File: config.mk
export PLATFORM = sky130hd
export DESIGN_NAME = sic_issue_dispatch
export DESIGN_NICKNAME = d
export VERILOG_FILES = /design/src/rtl/sic_issue_dispatch.sv
export SDC_FILE = /design/constraint.sdc
export NUM_CORES = 1
export LEC_CHECK = 0
export ABC_AREA = 1
export BUFFER_PORTS_ARGS = -buffer_cell sky130_fd_sc_hd__buf_2
export CAP_MARGIN = 20
export CORE_ASPECT_RATIO = 1.75
export CORE_MARGIN = 8
export CORE_UTILIZATION = 46
export DETAILED_ROUTE_END_ITERATION = 10
export PLACE_DENSITY = 0.65
export SYNTH_ARGS = -nofsm -noshare
export SYNTH_HDL_FRONTEND = slang
export SYNTH_SLANG_ARGS = --single-unit
export TNS_END_PERCENT = 10
File: constraint.sdc
create_clock -name clk -period 12.6 [get_ports clk]
set_input_delay 2.52 -clock clk [delete_from_list [all_inputs] [get_ports clk]]
set_output_delay 2.52 -clock clk [all_outputs]
set_load 0.03 [all_outputs]
File: src/rtl/sic_issue_dispatch.sv
// Issue-side dispatcher: buffers typed packets and pulses exactly one matching, requesting sub-SIC slot per cycle.
// Push-to-grant is one edge minimum (no empty bypass); in_ready drops only when the registered FIFO count is full.

module sic_fifo #(
  parameter int W     = 8,
  parameter int DEPTH = 4
) (
  input  logic                     clk,
  input  logic                     rst_n,
  input  logic                     clr,
  input  logic                     push,
  input  logic [W-1:0]             push_dat,
  input  logic                     pop,
  output logic [W-1:0]             head_dat,
  output logic [$clog2(DEPTH):0]   count
);
  localparam int AW = $clog2(DEPTH);
  localparam int CW = AW + 1;

  logic [W-1:0]  mem [DEPTH];
  logic [AW-1:0] wr_ptr;
  logic [AW-1:0] rd_ptr;

  assign head_dat = mem[rd_ptr];

  always_ff @(posedge clk) begin
    if (push) mem[wr_ptr] <= push_dat;
  end

  // Pointers wrap naturally modulo DEPTH; clr empties without touching storage.
  always_ff @(posedge clk or negedge rst_n) begin
    if (!rst_n) begin
      wr_ptr <= '0;
      rd_ptr <= '0;
      count  <= '0;
    end else if (clr) begin
      wr_ptr <= '0;
      rd_ptr <= '0;
      count  <= '0;
    end else begin
      if (push) wr_ptr <= wr_ptr + 1'b1;
      if (pop)  rd_ptr <= rd_ptr + 1'b1;
      count <= count + CW'(push) - CW'(pop);
    end
  end
endmodule

module sic_issue_dispatch #(
  parameter int NUM_SLOTS = 4,
  parameter int PKT_W     = 64,
  parameter int TYPE_W    = 2,
  // Index i holds the execution type of slot i: slot0=0, slot1=0, slot2=1, slot3=2.
  parameter logic [NUM_SLOTS-1:0][TYPE_W-1:0] SLOT_TYPES = {2'd2, 2'd1, 2'd0, 2'd0},
  parameter int DEPTH     = 4
) (
  input  logic                       clk,
  input  logic                       rst_n,
  input  logic                       in_valid,
  output logic                       in_ready,
  input  logic [PKT_W-1:0]           in_pkt,
  input  logic [TYPE_W-1:0]          in_type,
  input  logic                       flush,
  input  logic [NUM_SLOTS-1:0]       slot_req,
  output logic [NUM_SLOTS-1:0]       slot_valid,
  output logic [PKT_W-1:0]           slot_pkt,
  output logic [$clog2(DEPTH):0]     occupancy,
  output logic                       err_unroutable
);
  localparam int CW = $clog2(DEPTH) + 1;
  localparam int SW = (NUM_SLOTS > 1) ? $clog2(NUM_SLOTS) : 1;

  typedef struct packed {
    logic [TYPE_W-1:0] typ;
    logic [PKT_W-1:0]  pkt;
  } entry_t;

  entry_t               push_ent;
  entry_t               head_ent;
  logic                 push;
  logic                 nonempty;
  logic                 routable;
  logic [NUM_SLOTS-1:0] elig;
  logic                 grant_vld;
  logic [SW-1:0]        grant_idx;
  logic [SW-1:0]        rr_ptr;

  assign in_ready = (occupancy < CW'(DEPTH));
  assign push     = in_valid && in_ready && !flush;
  assign push_ent = '{typ: in_type, pkt: in_pkt};
  assign nonempty = (occupancy != '0);

  sic_fifo #(
    .W     ($bits(entry_t)),
    .DEPTH (DEPTH)
  ) u_fifo (
    .clk      (clk),
    .rst_n    (rst_n),
    .clr      (flush),
    .push     (push),
    .push_dat (push_ent),
    .pop      (grant_vld),
    .head_dat (head_ent),
    .count    (occupancy)
  );

  // A slot whose pulse is already high is masked so a stale req can never double-send.
  always_comb begin
    elig     = '0;
    routable = 1'b0;
    for (int i = 0; i < NUM_SLOTS; i++) begin
      elig[i] = nonempty && slot_req[i] && (SLOT_TYPES[i] == head_ent.typ)
                && !slot_valid[i] && !flush;
      if (SLOT_TYPES[i] == head_ent.typ) routable = 1'b1;
    end
  end

  always_comb begin
    grant_vld = 1'b0;
    grant_idx = '0;
    for (int k = 0; k < NUM_SLOTS; k++) begin
      if (!grant_vld && elig[(int'(rr_ptr) + k) % NUM_SLOTS]) begin
        grant_vld = 1'b1;
        grant_idx = SW'((int'(rr_ptr) + k) % NUM_SLOTS);
      end
    end
  end

  // slot_pkt keeps its last value between grants; receivers qualify it with slot_valid.
  always_ff @(posedge clk or negedge rst_n) begin
    if (!rst_n) begin
      slot_valid     <= '0;
      slot_pkt       <= '0;
      rr_ptr         <= '0;
      err_unroutable <= 1'b0;
    end else begin
      slot_valid <= '0;
      if (grant_vld) begin
        slot_valid <= NUM_SLOTS'(1) << grant_idx;
        slot_pkt   <= head_ent.pkt;
        rr_ptr     <= (grant_idx == SW'(NUM_SLOTS - 1)) ? '0 : grant_idx + 1'b1;
      end
      if (nonempty && !routable) err_unroutable <= 1'b1;
    end
  end
endmodule

Yosys cells after proc, flatten, opt, wreduce, memory -nomap -nowiden
Memories as Yosys holds them, arrays and structs flattened.
Cells that the tools add are included.
{"block": "word_totals", "mem_bits_rw": 264, "wordCells": 97, "mem_count": 1, "input_bits": 74, "regBits": 78, "out_inout_bits": 73}
{"name": "u_fifo.mem", "depth": 4, "word_bits": 66, "read_ports": 1, "rd_clocked_by_memory_dff": 0, "wr": 1, "line_no": "20", "source": "logic [W-1:0] mem [DEPTH];"}
{"block": "classes", "order_cmp": 5, "shifts": 1, "eq_ne": 3, "bitwise": 3, "n_reduce_logical": 38, "add_sub_neg": 8, "mux": 31}
{"op": "1-bit logical AND", "count": 22}
{"op": "2-bit 2-to-1 mux", "count": 9}
{"op": "1-bit 2-to-1 mux", "count": 16}
{"op": "3-bit by 4-bit less-than comparator with 1-bit output (second input constant)", "count": 3}
{"op": "1-bit zero test", "count": 9}
{"op": "2-bit by 1-bit adder with 2-bit output (second input constant)", "count": 4}
{"op": "1-bit binary-select mux with 2-bit select", "count": 4}
{"op": "2-bit OR reduction", "count": 3}
{"op": "2-bit adder (second input constant)", "count": 2}
{"op": "4-bit 2-to-1 mux", "count": 1}
{"op": "2-bit nonzero test", "count": 2}
{"op": "1-bit by 2-bit << shifter with 4-bit output (first input constant)", "count": 1}
{"op": "3-bit by 1-bit adder with 3-bit output", "count": 1}
{"op": "1-bit bitwise AND (first input constant)", "count": 3}
{"op": "2-bit by 3-bit less-than comparator with 1-bit output (second input constant)", "count": 1}
{"op": "3-bit less-than comparator (second input constant)", "count": 1}
{"op": "3-bit 2-to-1 mux", "count": 1}
{"op": "3-bit nonzero test", "count": 1}
{"op": "3-bit by 1-bit subtractor with 3-bit output", "count": 1}
{"op": "1-bit by 2-bit == test with 1-bit output (first input constant)", "count": 1}
{"op": "2-bit == test (first input constant)", "count": 1}
{"op": "2-bit == test (second input constant)", "count": 1}
{"op": "2-bit zero test", "count": 1}

Logic depth before layout (Yosys ltp)
Gate-level depths: netlist (run 1).
{"block": "depth", "depth_word": 19, "mapped_depth": 20, "mapped_depth_nobuf": 18}

Cells and area by module
From an unflattened synthesis (run 1), not the netlist that was laid out.
{"block": "hier_totals", "cells_unflattened": 1190, "hier_area_um2": 14020.9}
{"mod": "sic_fifo", "area_each_um2": 10980.5, "n_inst": 1, "cells_each": 821, "seq_area_each_um2": 8102.8}
{"mod": "sic_issue_dispatch", "area_each_um2": 3040.4, "n_inst": 1, "cells_each": 369, "seq_area_each_um2": 1776.7}

Least setup slack after synthesis (run 1)
OpenSTA, ideal clock, no wires.
{"block": "synth_path", "path_type": "input to register", "start": "input flush", "end": "memory u_fifo.mem[0][0] in the netlist's numbering, enable pin", "path_stages": 3, "path_buffers": 0, "setup_ns": 0.490, "t_required_ns": 12.110, "path_slack_ns": 6.365, "t_arrival_ns": 5.745, "cell_sequence": "nor3_1 > inv_1 > nor2_1"}
{"block": "synth_via", "elab_chain_cells": 4}
{"item": "from (decl)", "line_no": "62", "source": "input logic flush,"}
{"item": "1-bit zero test", "line_no": "88", "source": "assign push = in_valid && in_ready && !flush;"}
{"item": "1-bit logical AND", "line_no": "88"}
{"item": "1-bit 2-to-1 mux", "line_no": "27", "source": "if (push) mem[wr_ptr] <= push_dat;"}
{"item": "1-bit 2-to-1 mux (not written as such)", "line_no": "27"}
{"item": "to (decl)", "line_no": "20"}
No other way between the ends.

Final worst setup path (run 1)
{"block": "layout_path", "start": "input flush", "end": "register slot_pkt[36]"}
{"block": "layout_via", "elab_chain_cells": 14, "elab_cells_between_ends": 26, "classes_between": "mux (15); reduce/logical (11)"}
{"item": "1-bit zero test *", "line_no": "112", "source": "&& !slot_valid[i] && !flush;"}
{"item": "1-bit logical AND", "line_no": "112"}
{"item": "1-bit binary-select mux with 2-bit select", "line_no": "121", "source": "if (!grant_vld && elig[(int'(rr_ptr) + k) % NUM_SLOTS]) begin"}
{"item": "1-bit 2-to-1 mux (not written as such)", "line_no": "121"}
{"item": "1-bit 2-to-1 mux", "line_no": "121"}
{"item": "1-bit zero test", "line_no": "121"}
{"item": "1-bit logical AND", "line_no": "121"}
{"item": "1-bit 2-to-1 mux", "line_no": "121"}
{"item": "1-bit zero test", "line_no": "121"}
{"item": "1-bit logical AND", "line_no": "121"}
{"item": "1-bit 2-to-1 mux", "line_no": "121"}
{"item": "1-bit zero test", "line_no": "121"}
{"item": "1-bit logical AND", "line_no": "121"}
{"item": "1-bit 2-to-1 mux *", "line_no": "121"}
{"item": "to (signal assigned)", "line_no": "139", "source": "slot_pkt <= head_ent.pkt;"}
{"item": "to (decl)", "line_no": "65", "source": "output logic [PKT_W-1:0] slot_pkt,"}
Mark *: on every way between the ends. The rest lies on a longest branch, timed or not. The select of a mux whose other input is x is not followed.
A chain may end at the register's enable or synchronous reset.

==> run_results.csv, run 1 <==
group,metric,value,unit
global_route,grt_pass1_wl,45.7,mm
floorplanning,start_util,46.5,%
finish,fin_util,53.8,%
timing,rsz0062_at_grt,"no",
floorplanning,ios,147,
pwr,power.density,259,mW/mm^2
floorplanning,fp.dieArea,0.0346,sq mm
global_route,grt_util_met1,18.7,%
synthesis,syn_avg_cell_area,12.3,sq um
cts,path_clk_slew,0.07,ns
global_route,grt_pass1_vias,8698,
worst_setup_path,cp_slowest_cell,"buf_4",
min_path,worstHoldPathCells,1,
synthesis,synth_mux_area_share,0,%
timing,skew,0.0151,ns
floorplanning,fp.dieW,144,um
cts,cts_setup_buffers,0,
global_route,met3_usage,2.88,%
route,drtAntennaViolNets,0,
floorplanning,rows,82,
global_route,antenna_found_initial,9,
timing,period_share,39.2,%
route,drtPass1Iterations,5,
synthesis,synth-edff-count,264,
finish,fillers,2418,
worst_setup_path,arrival,5.39,ns
finish,mostFrequentLayoutCell,"edfxtp_1",
worst_setup_path,cpPeakStageDelay,0.66,ns
floorplanning,core_area,0.0284,sq mm
synthesis,ys_warn_count,0,
synthesis,syn_area,0.0132,sq mm
finish,drive_gt1_share,18.7,%
cts,post_cts_resized,0,
synthesis,yosysSeqAreaShare,74.7,%
worst_setup_path,cp_max_fo,64,
synthesis,synth_compound_area_share,8.13,%
placement,portBuffers,146,
timing,finalHoldViolations,0,
cts,clockRootBuffer,"clkbuf_16",
finish,nets,1288,
worst_setup_path,cp-start-kind,"input port",
timing,period_minus_slack,4.94,ns
global_route,grtUsageMet2,31.9,%
pwr,p_leak,6.00,nW
synthesis,synth_fa_ha_area_share,1.10,%
cts,cts_tree,"yes",
flow_run,cap_violations,0,
worst_setup_path,path_common_cell,"nand2_1",
timing,worst-slew-pin-transition,1.08,ns
route,finalWirelength,29.6,mm
timing,setup_violations,0,
synthesis,synth-xor-area-share,0.132,%
global_route,grt_max_degree,134,
global_route,top_usage_layer,"met2",
timing,relSlewSlack,28.1,%
synthesis,synth-simple-area-share,13.1,%
route,viasPerCell,5.22,
global_route,overflow,0,
placement,dp.cells,1550,
synthesis,ys_async_sr_fraction,22.8,%
synthesis,synth_ff_type,"edfxtp_1",
global_route,grt_util_all_layers,17.2,%
finish,stdcell_count,1610,
placement,place.gp.congestion,0.745,
route,drtIter0Drc,607,
synthesis,synth-seq-cells,342,
pwr,irDropWorstVdd,0.000166,V
synthesis,syn_nets,1160,
cts,htree_num_levels,1,
worst_setup_path,reg2reg_depth,16,
timing,fmax,202,MHz
cts,cts_buffer_depth,3,
worst_setup_path,criticalPathCategory,"in -> reg",
cts,cts_buffers,29,
finish,synthToLayoutAreaGrowth,15.7,%
floorplanning,fp.dieH,240,um
run_status,status,"complete, no violations",
worst_setup_path,crit_chain,"buf_2 -> inv_2 -> nand3b_1 -> nor2_1 -> nand3_2 -> nand2_1 -> nand3_1 -> nand2_1 -> inv_2 -> nand3_4 -> buf_4 -> inv_2 -> buf_4 -> nand2_1 -> nand2_1",
route,wire_per_inst,18.4,um
min_path,hold_path_class,"reg -> reg",
timing,hold-worst-slack,0.464,ns
placement,dpl.hpwl,16.7,mm
cts,clkLatencyLatePin,0.55,ns
finish,final_cell_mix,"edfxtp_1 (264), nand2_1 (245), buf_2 (145)",
pwr,p_total,3.96,mW
route,route.detailed.drc,0,
timing,fin_setup_tns,0,ns
worst_setup_path,end_kind,"flop",
synthesis,synthCells,1075,
cts,clkSinkCount,342,
timing,finalMaxSlewViolations,0,
worst_setup_path,crit_required,13.04,ns
synthesis,synth_top_family_by_area,"simple AND/OR/NAND/NOR gates",
route,vias,8406,
cts,ctsHoldBuffers,0,
synthesis,post_synth_num_cell_types,28,
-- Yosys cell counts, types with 2 or more instances --
| cell | count | area [sq um] |
|---|---|---|
| a21oi_1 | 2 | 10.0 |
| buf_2 | 14 | 70.1 |
| buf_6 | 2 | 22.5 |
| clkbuf_1 | 42 | 158 |
| dfrtp_1 | 78 | 1950 |
| edfxtp_1 | 264 | 7930 |
| ha_1 | 10 | 125 |
| inv_1 | 25 | 93.8 |
| inv_2 | 4 | 15.0 |
| nand2_1 | 245 | 920 |
| nand2_2 | 6 | 37.5 |
| nand3_1 | 21 | 105 |
| nand3_2 | 5 | 50.1 |
| nand3b_1 | 3 | 22.5 |
| nand4_1 | 4 | 25.0 |
| nor2_1 | 144 | 541 |
| nor3_1 | 2 | 10.0 |
| o21ai_0 | 131 | 656 |
| o22ai_1 | 64 | 400 |
-- where the power goes --
| part | total [mW] | internal [mW] | switching (mW) |
|---|---|---|---|
| Combinational | 1.52 | 0.415 | 1.11 |
| Clock | 0.915 | 0.530 | 0.385 |
| Sequential | 1.52 | 1.41 | 0.113 |
| Total | 3.96 | 2.36 | 1.60 |
-- final timing paths --
| kind | start | to | slack (ns) |
|---|---|---|---|
| max reg2reg | u_fifo.rd_ptr[0]$_DFFE_PN0P_ | slot_pkt[36]$_DFFE_PN0N_ | 8.28 |
| min | err_unroutable$_DFFE_PN0P_ | err_unroutable$_DFFE_PN0P_ | 0.46 |
| max | flush | slot_pkt[36]$_DFFE_PN0N_ | 7.66 |
| min in group asynchronous | rst_n | slot_pkt[18]$_DFFE_PN0N_ | 1.83 |
| min reg2reg | err_unroutable$_DFFE_PN0P_ | err_unroutable$_DFFE_PN0P_ | 0.46 |
| max in group asynchronous | rst_n | u_fifo.rd_ptr[0]$_DFFE_PN0P_ | 9.56 |
-- stage by stage --
stage	setup WS (ns)	instance area, sq um
after floorplan	6.36	13200
after global placement	7.14	14300
after detailed placement	7.04	14300
after CTS	7.63	15300
after global routing	7.38	15300
final	7.66	15300
-- worst max-delay path: cells and delay by family --
| kind | cells | cell delay, ns |
|---|---|---|
| buffers and inverters | 6 | 1.73 |
| and+or+nand+nor | 9 | 1.07 |
-- kinds of logic after synthesis --
| kind of cell | count (synthesis) |
|---|---|
| flip-flops | 342 |
| buffers and inverters | 89 |
| AND/OR/NAND/NOR | 433 |
| AO/OA/AOI/OAI | 198 |
| adder cells (fa/ha/maj) | 11 |
| XOR/XNOR | 2 |
-- per-layer routing --
layer / share of wire [%] / wire (um)
met1: 38 / 11300
met2: 53 / 15700
met3: 5.6 / 1640
met4: 3.0 / 888
met5: 0.078 / 23
-- registers in the layout, summed over array words and instances (netlist names) --
name,flops
u_fifo.rd_ptr,2
u_fifo.count,3
slot_valid,4
err_unroutable,1
slot_pkt,64
u_fifo.wr_ptr,2
rr_ptr,2
u_fifo.mem,264
-- layout make-up --
type | instances | area (sq um) | area share (%)
inverter | 30 | 118 | 0.769
timing repair buffer | 156 | 808 | 5.28
tap | 378 | 473 | 3.09
clock inverter | 15 | 193 | 1.26
antenna | 7 | 17.5 | 0.115
sequential | 342 | 9880 | 64.6
clock buffer | 38 | 800 | 5.23
multi-input combinational | 644 | 3000 | 19.6
Note: power is estimated with default switching activity, not from simulation.
==> run 2: changes to the inputs <==
--- a/config.mk
+++ b/config.mk
@@ -12,7 +12,7 @@
 export CORE_MARGIN = 8
 export CORE_UTILIZATION = 46
 export DETAILED_ROUTE_END_ITERATION = 10
-export PLACE_DENSITY = 0.65
+export PLACE_DENSITY = 0.68
 export SYNTH_ARGS = -nofsm -noshare
 export SYNTH_HDL_FRONTEND = slang
 export SYNTH_SLANG_ARGS = --single-unit
==> constraint.sdc (replaced) <==
create_clock -name clk -period 4.2 [get_ports clk]
set_input_delay 0.84 -clock clk [delete_from_list [all_inputs] [get_ports clk]]
set_output_delay 0.84 -clock clk [all_outputs]
set_load 0.03 [all_outputs]
==> run_results.csv, run 2 (synthesis gave the netlist of run 1 again) <==
group,metric,value,unit
route,finalWirelength,30.2,mm
floorplanning,ios,147,
floorplanning,fp.dieW,144,um
worst_setup_path,crit_required,4.67,ns
global_route,grt_pass1_wl,46.5,mm
worst_setup_path,worst-path-buf-inv,3,
pwr,p_leak,6.07,nW
floorplanning,fp.dieArea,0.0346,sq mm
pwr,seqPwrFrac,37.7,%
cts,cts_tree,"yes",
timing,period_minus_slack,3.01,ns
global_route,grt_pass1_vias,8527,
timing,skew,0.00958,ns
global_route,grt_util_all_layers,17.5,%
finish,synthToLayoutAreaGrowth,16.9,%
pwr,clkPwrFrac,23.4,%
cts,cts_setup_buffers,0,
finish,final_cell_mix,"edfxtp_1 (264), nand2_1 (245), buf_2 (145)",
timing,period_share,71.6,%
worst_setup_path,cp_max_fo,16,
worst_setup_path,cpPeakStageDelay,0.43,ns
cts,post_cts_resized,0,
finish,regMostFlops,"u_fifo.mem",
timing,fmax,332,MHz
pwr,swShare,40.7,%
finish,mostFrequentLayoutCell,"edfxtp_1",
pwr,irDropWorstVdd,0.000524,V
timing,relSlewSlack,36.6,%
cts,path_clk_slew,0.07,ns
route,viasPerCell,5.26,
timing,rsz0062_at_grt,"no",
timing,worst-slew-pin-transition,0.949,ns
worst_setup_path,crit_chain,"inv_1 -> nand2_1 -> nor2_1 -> nor2_1 -> nand3_2 -> nand2_1 -> nand3_2 -> nand2_1 -> nor2_2 -> nand3_4 -> ha_1 -> inv_1 -> ha_1 -> inv_1 -> fa_1 -> and3_1 -> nor3_1",
global_route,grt_max_degree,77,
pwr,power.density,779,mW/mm^2
route,drtPass1Iterations,5,
finish,drive_gt1_share,19.3,%
cts,cts_buffers,30,
timing,fin_setup_tns,0,ns
finish,largestRegisters,"u_fifo.mem: 264 flops, slot_pkt: 64 flops, slot_valid: 4 flops",
global_route,overflow,0,
finish,nets,1297,
placement,dp.cells,1558,
route,route.detailed.drc,0,
cts,htree_num_levels,1,
floorplanning,start_util,46.5,%
placement,portBuffers,146,
finish,largest_register_ffs,264,
pwr,p_comb_share,38.9,%
timing,finalHoldViolations,0,
finish,stdcell_count,1622,
flow_run,cap_violations,0,
run_status,status,"complete, no violations",
placement,place.gp.congestion,0.850,
finish,fillers,2416,
timing,finalMaxSlewViolations,0,
pwr,p_switching,4.90,mW
cts,clkSinkCount,342,
floorplanning,fp.dieH,240,um
worst_setup_path,cp_slowest_cell,"dfrtp_1",
worst_setup_path,criticalPathCategory,"reg -> reg",
floorplanning,core_area,0.0284,sq mm
min_path,hold_path_class,"in -> async",
cts,ctsHoldBuffers,0,
placement,dpl.hpwl,17.3,mm
route,drtIter0Drc,646,
global_route,antenna_found_initial,9,
timing,setup_violations,0,
route,wire_per_inst,18.6,um
pwr,p_int,7.13,mW
worst_setup_path,arrival,3.48,ns
route,drtAntennaViolNets,0,
floorplanning,rows,82,
cts,clockRootBuffer,"clkbuf_16",
route,vias,8528,
cts,cts_buffer_depth,3,
worst_setup_path,end_kind,"flop",
cts,clkLatencyLatePin,0.55,ns
worst_setup_path,critPathTopFamily,"simple AND/OR/NAND/NOR gates",
worst_setup_path,cp-start-kind,"flop",
finish,fin_util,54.4,%
[run 2: final timing paths]
check,from,end,slack [ns],cells past startpoint
setup / recovery,u_fifo.count[1]$_DFF_PN0_,u_fifo.count[2]$_DFF_PN0_,1.19,17
hold / removal,rst_n,slot_pkt[19]$_DFFE_PN0N_,0.35,1
setup reg to reg,u_fifo.count[1]$_DFF_PN0_,u_fifo.count[2]$_DFF_PN0_,1.19,17
hold reg to reg,slot_pkt[33]$_DFFE_PN0N_,slot_pkt[33]$_DFFE_PN0N_,0.46,2
max in group asynchronous,rst_n,slot_pkt[44]$_DFFE_PN0N_,3.12,2
min in group clk,slot_pkt[33]$_DFFE_PN0N_,slot_pkt[33]$_DFFE_PN0N_,0.46,2
[run 2: cell type report]
cell class	count	area, sq um	area share (%)
Sequential cell	342	9880	64.0
Multi-Input combinational cell	644	3000	19.4
Tap cell	378	473	3.06
Antenna cell	8	20.0	0.130
Timing Repair Buffer	164	931	6.02
Clock inverter	17	175	1.13
Clock buffer	39	846	5.47
Inverter	30	118	0.761
[run 2: power by group through the flow]
stage          clock (mW)  combinational [mW]  sequential (mW)
6_report             2.82                4.68             4.54
5_1_grt              3.01                5.25             4.59
4_1_cts              2.87                4.77             4.54
3_5_place_dp            0                4.77             4.60
3_3_place_gp            0                4.65             4.60
2_1_floorplan           0                2.73             5.20
[run 2: stage by stage]
| stage | cell area (sq um) | power [mW] | hold WS [ns] | setup WS, ns |
|---|---|---|---|---|
| 2_1_floorplan | 13200 | 7.93 | 0.544 | -0.355 |
| 3_3_place_gp | 14400 | 9.25 | 0.448 | 0.836 |
| 3_5_place_dp | 14400 | 9.37 | 0.453 | 0.778 |
| 4_1_cts | 15400 | 12.2 | 0.364 | 1.16 |
| 5_1_grt | 15500 | 12.9 | 0.385 | 0.854 |
| 6_report | 15500 | 12.0 | 0.354 | 1.19 |
[run 2: per-layer routing]
layer / vias to the layer above / track usage (%) / part of all wire, %
met4: 2 / 8.40 / 3.5
met3: 60 / 2.62 / 4.8
met2: 222 / 30.8 / 52
met5: - / 0 / 0.026
li1: 4039 / - / -
met1: 4205 / 20.3 / 40
